### src/rtl/cpu_pkg.sv
// Shared definitions for the bus CPU control path: control-word bit map,
// idle word, opcode encoding and sequencer state.
package cpu_pkg;

    localparam int unsigned CTRL_W = 15;

    localparam int unsigned BIT_CP   = 14;
    localparam int unsigned BIT_EP   = 13;
    localparam int unsigned BIT_LP   = 12;
    localparam int unsigned BIT_NLMA = 11;
    localparam int unsigned BIT_NLMD = 10;
    localparam int unsigned BIT_NCE  = 9;
    localparam int unsigned BIT_NLR  = 8;
    localparam int unsigned BIT_NLI  = 7;
    localparam int unsigned BIT_NEI  = 6;
    localparam int unsigned BIT_NLA  = 5;
    localparam int unsigned BIT_EA   = 4;
    localparam int unsigned BIT_SUB  = 3;
    localparam int unsigned BIT_EU   = 2;
    localparam int unsigned BIT_NLB  = 1;
    localparam int unsigned BIT_NLO  = 0;

    // Active-low strobes high, active-high strobes low.
    localparam logic [CTRL_W-1:0] CTRL_IDLE = 15'h0FE3;

    typedef enum logic [3:0] {
        OpNop = 4'h0,
        OpLda = 4'h1,
        OpAdd = 4'h2,
        OpSub = 4'h3,
        OpLdi = 4'h4,
        OpOut = 4'h5,
        OpJmp = 4'h6,
        OpJc  = 4'h7,
        OpJz  = 4'h8,
        OpHlt = 4'hF
    } opcode_e;

    typedef enum logic [1:0] {
        StPause = 2'd0,
        StRun   = 2'd1,
        StHalt  = 2'd2
    } state_e;

endpackage

### src/rtl/microcode_rom.sv
// Combinational microcode: maps (opcode, T index, flags) to the control word
// for that T-state and flags the final T-state of the instruction.
module microcode_rom
    import cpu_pkg::*;
#(
    parameter int unsigned TW = 3
) (
    input  logic [3:0]        opcode,
    input  logic [TW-1:0]     t,
    input  logic              cf,
    input  logic              zf,
    output logic [CTRL_W-1:0] ctrl_word,
    output logic              last
);

    opcode_e op;
    assign op = opcode_e'(opcode);

    always_comb begin
        ctrl_word = CTRL_IDLE;
        last      = 1'b0;
        if (t == TW'(0)) begin
            ctrl_word[BIT_EP]   = 1'b1;
            ctrl_word[BIT_NLMA] = 1'b0;
        end else if (t == TW'(1)) begin
            ctrl_word[BIT_CP]  = 1'b1;
            ctrl_word[BIT_NCE] = 1'b0;
            ctrl_word[BIT_NLI] = 1'b0;
            // Conditional jumps decide here whether a T2 exists at all.
            case (op)
                OpLda, OpAdd, OpSub, OpLdi, OpOut, OpJmp: last = 1'b0;
                OpJc:    last = ~cf;
                OpJz:    last = ~zf;
                default: last = 1'b1;
            endcase
        end else begin
            case (op)
                OpLda: begin
                    if (t == TW'(2)) begin
                        ctrl_word[BIT_NEI]  = 1'b0;
                        ctrl_word[BIT_NLMA] = 1'b0;
                    end else begin
                        ctrl_word[BIT_NCE] = 1'b0;
                        ctrl_word[BIT_NLA] = 1'b0;
                        last               = 1'b1;
                    end
                end
                OpAdd, OpSub: begin
                    if (t == TW'(2)) begin
                        ctrl_word[BIT_NEI]  = 1'b0;
                        ctrl_word[BIT_NLMA] = 1'b0;
                    end else if (t == TW'(3)) begin
                        ctrl_word[BIT_NCE] = 1'b0;
                        ctrl_word[BIT_NLB] = 1'b0;
                        ctrl_word[BIT_SUB] = (op == OpSub);
                    end else begin
                        ctrl_word[BIT_EU]  = 1'b1;
                        ctrl_word[BIT_NLA] = 1'b0;
                        ctrl_word[BIT_SUB] = (op == OpSub);
                        last               = 1'b1;
                    end
                end
                OpLdi: begin
                    ctrl_word[BIT_NEI] = 1'b0;
                    ctrl_word[BIT_NLA] = 1'b0;
                    last               = 1'b1;
                end
                OpOut: begin
                    ctrl_word[BIT_EA]  = 1'b1;
                    ctrl_word[BIT_NLO] = 1'b0;
                    last               = 1'b1;
                end
                OpJmp, OpJc, OpJz: begin
                    ctrl_word[BIT_NEI] = 1'b0;
                    ctrl_word[BIT_LP]  = 1'b1;
                    last               = 1'b1;
                end
                default: last = 1'b1;
            endcase
        end
    end

endmodule

### src/rtl/microsequencer.sv
// Control sequencer: PAUSE/RUN/HALT state, T-state counter and single-step
// edge detector wrapped around the microcode ROM.
module microsequencer
    import cpu_pkg::*;
#(
    parameter int unsigned  NUM_T   = 6,
    parameter bit           STEP_EN = 1'b1,
    localparam int unsigned TW      = $clog2(NUM_T)
) (
    input  logic              clk,
    input  logic              rst,
    input  logic [3:0]        opcode,
    input  logic              cf,
    input  logic              zf,
    input  logic              step_mode,
    input  logic              step,
    output logic [CTRL_W-1:0] ctrl,
    output logic [TW-1:0]     t_state,
    output logic              halted,
    output logic              fetch
);

    state_e            state_q, state_d;
    logic [TW-1:0]     t_q, t_d;
    logic              step_q;
    logic              step_mode_eff, step_eff, step_rise;
    logic [CTRL_W-1:0] rom_ctrl;
    logic              rom_last, end_instr;

    if (STEP_EN) begin : g_step
        assign step_mode_eff = step_mode;
        assign step_eff      = step;
    end else begin : g_no_step
        assign step_mode_eff = 1'b0;
        assign step_eff      = 1'b0;
    end

    assign step_rise = step_eff & ~step_q;

    microcode_rom #(
        .TW(TW)
    ) u_rom (
        .opcode    (opcode),
        .t         (t_q),
        .cf        (cf),
        .zf        (zf),
        .ctrl_word (rom_ctrl),
        .last      (rom_last)
    );

    // The guard keeps a malformed microprogram from running off the counter.
    assign end_instr = rom_last || (t_q == TW'(NUM_T - 1));

    always_comb begin
        state_d = state_q;
        t_d     = t_q;
        unique case (state_q)
            StPause: begin
                t_d = '0;
                if (!step_mode_eff || step_rise) begin
                    state_d = StRun;
                end
            end
            StRun: begin
                if (end_instr) begin
                    t_d = '0;
                    if (opcode_e'(opcode) == OpHlt) begin
                        state_d = StHalt;
                    end else if (step_mode_eff) begin
                        state_d = StPause;
                    end
                end else begin
                    t_d = t_q + TW'(1);
                end
            end
            StHalt: t_d = '0;
            default: begin
                state_d = StPause;
                t_d     = '0;
            end
        endcase
    end

    // Step edges seen during RUN update step_q but are otherwise dropped.
    always_ff @(posedge clk or posedge rst) begin
        if (rst) begin
            state_q <= StPause;
            t_q     <= '0;
            step_q  <= 1'b0;
        end else begin
            state_q <= state_d;
            t_q     <= t_d;
            step_q  <= step_eff;
        end
    end

    assign ctrl    = (state_q == StRun) ? rom_ctrl : CTRL_IDLE;
    assign t_state = t_q;
    assign halted  = (state_q == StHalt);
    assign fetch   = (state_q == StRun) && (t_q == '0);

endmodule

### config.mk
export PLATFORM = sky130hd
export DESIGN_NAME = microsequencer
export DESIGN_NICKNAME = d
export VERILOG_FILES = /design/src/rtl/cpu_pkg.sv /design/src/rtl/microcode_rom.sv /design/src/rtl/microsequencer.sv
export SDC_FILE = /design/constraint.sdc
export NUM_CORES = 1
export LEC_CHECK = 0
export CAP_MARGIN = 20
export CORE_MARGIN = 2
export CORE_UTILIZATION = 43
export CTS_CLUSTER_SIZE = 40
export DETAILED_ROUTE_END_ITERATION = 7
export HOLD_SLACK_MARGIN = 0.08
export PLACE_DENSITY = 0.86
export SLEW_MARGIN = 20
export SYNTH_ARGS = -nofsm -noshare
export SYNTH_HDL_FRONTEND = slang
export SYNTH_SLANG_ARGS = --single-unit
### constraint.sdc
create_clock -name clk -period 3.3 [get_ports clk]
set_input_delay 0.33 -clock clk [delete_from_list [all_inputs] [get_ports clk]]
set_output_delay 0.33 -clock clk [all_outputs]
set_load 0.1 [all_outputs]
==> flow_summary.json <==
{
  "cp.arrival_ns": 2.17,
  "synth_edf_count": 0,
  "slew_headroom_pct": 35.36,
  "grt_pass1_wl_um": 2373,
  "crit_path_max_fanout": 5,
  "dieArea_sq_mm": 0.001856,
  "dp_hpwl_um": 1202,
  "worstMarginPinSlew_ns": 0.9666,
  "ys_types": 36,
  "nNetsFinal": 125,
  "fin_crit_sh_pct": 75.78,
  "num_rows": 14,
  "layoutNonFillerInstCount": 125,
  "htreeDepth": 1,
  "rsz0062_at_grt": "no",
  "cts.reportedPaths.clkPinSlew_ns": 0.05,
  "crit_path_max_incr_delay_ns": 0.44,
  "core-area_sq_mm": 0.001471,
  "tritoncts": "built",
  "final_antenna_net_count": 0,
  "yosys-top-cells-area": "dfrtp_1, ha_1, inv_1",
  "max_freq_mhz": 399.9,
  "io_buffers": 27,
  "yosysWarnings": 0,
  "routedWlPerCell_um": 11.70,
  "num_antenna_cells": 0,
  "synth_top_cell_area_share_pct": 22.86,
  "io_pins": 30,
  "worstSetupPathType": "reg -> out",
  "crit_family": "simple AND/OR/NAND/NOR gates",
  "skew_ns": 0.005015,
  "ys.flop_type": "dfrtp_1",
  "endpoint_kind": "output port",
  "vias": 665,
  "drive_above_1_share_pct": 30.28,
  "synth_cells": 84,
  "finalSetupViolCount": 0,
  "critPathRequiredTime_ns": 2.97,
  "maxCapViolCount": 0,
  "antenna_found_initial": 0,
  "cts_buffers": 3,
  "ys_seq_elements": 6,
  "routabilityCongestion": 0.8724,
  "cts_resized": 0,
  "crit_slowest_cell": "or4_4",
  "die-width_um": 43.09,
  "synth-seq-area-share_pct": 22.86,
  "final_cell_mix": "buf_4, clkdlybuf4s50_1, nor2_1",
  "hold_viol_final": 0,
  "drc_errors": 0,
  "fin_setup_tns_ns": 0,
  "cp-start-kind": "register",
  "run_status": "complete, no violations",
  "clk_latency_ns": 0.25,
  "fp.dieH_um": 43.09,
  "synth_area_leader_cell": "dfrtp_1",
  "start_util_pct": 44.64,
  "cts.sinks": 6,
  "postCtsSetupRepairBufs": 0,
  "dp.cells": 121,
  "vias_per_cell": 5.320,
  "path_buf_inv": 2,
  "syn_to_final_growth_pct": 44.19,
  "critical_path.most_common_cell": "nor2_1",
  "hold_buffers": 0,
  "overflow": 0,
  "path_cells": "inv_1 -> ha_1 -> nor2_1 -> o21bai_4 -> or4_4 -> nor2_1 -> buf_4",
  "synth.avg_cell_area_sq_um": 7.820,
  "period_needed_ns": 2.501,
  "grt_max_degree": 14,
  "cts-root-buf": "clkbuf_4",
  "drtIter0Drc": 7,
  "clockBufferDepth": 2,
  "worst_hold_slack_ns": 0.2853,
  "layout_commonest_cell": "buf_4",
  "slew_violations": 0,
  "syn_area_sq_um": 656.9,
  "hold_path_class": "in -> async",
  "track_usage_pct": 16.33,
  "grt_pass1_vias": 620,
  "drt_pass1_iterations": 3,
  "wirelength_um": 1462,
  "async_flop_share_pct": 100.0
}
-- per-layer routing --
metal,wire length (um),vias to the layer above,global-route usage (%)
li1,-,339,-
met1,611,306,17.63
met4,21,0,8.485
met3,57,2,2.128
met5,0,-,0
met2,772,18,30.15
-- state kept, by name, indices dropped and copies added, names as in the netlist --
name,count
state_q,2
t_state,3
step_q,1
-- per-stage QoR --
stage	worst slack [ns]	util, %	instance area [sq um]
after floorplan	-0.07767	-	711.9
after global placement	0.9362	62.59	920.9
after detailed placement	0.8865	62.59	920.9
after CTS	0.7794	64.37	947.2
after global routing	0.6442	64.37	947.2
final	0.7993	64.37	947.2
-- worst reg2reg max path: cells and delay by family (launching register included) --
family / cells / cell delay [ns]
adders and majority gates: 2 / 0.43
and+or+nand+nor: 1 / 0.09
AOI/OAI and AO/OA: 3 / 0.71
DFF: 1 / 0.50
-- path summary, 6_finish.rpt --
kind                                 start         end  slack [ns]  depth (start not counted)
worst max-delay path            t_state[0]     ctrl[2]        0.80                          7
worst min-delay path                   rst  t_state[0]        0.29                          2
worst max register to register  t_state[0]  state_q[0]        1.44                          6
worst min register to register  state_q[1]  state_q[0]        0.44                          1
max in group asynchronous              rst  t_state[0]        2.81                          2
min in group clk                state_q[1]  state_q[0]        0.44                          1
-- cells in the mapped netlist (2+ instances only) --
| cell | n |
|---|---|
| a21oi_1 | 3 |
| nor3_1 | 4 |
| nand2_1 | 4 |
| inv_1 | 8 |
| nor3b_1 | 4 |
| buf_4 | 3 |
| dfrtp_1 | 6 |
| clkbuf_1 | 2 |
| o21ai_0 | 4 |
| ha_1 | 5 |
| nor2b_1 | 4 |
| nor4_1 | 2 |
| nor2_1 | 8 |
| nand2b_1 | 4 |
| a41oi_1 | 2 |
-- cell type report --
class | instances | area (sq um)
fill | 133 | 524.3
multi-input combinational | 63 | 471.7
timing repair buffer | 27 | 235.2
sequential | 6 | 156.4
inverter | 9 | 37.54
clock buffer | 4 | 26.28
tap | 16 | 20.02
-- cells by family after synthesis --
logic type      share of synthesized area, %
simple gates                           34.67
compound gates                         20.19
buf+inv                                12.19
flops                                  22.86
fa+ha+maj                              9.524
other cells                           0.5709
Power is not shown: default switching activity piles up to over one toggle a cycle in this logic, so the estimate is an artifact.
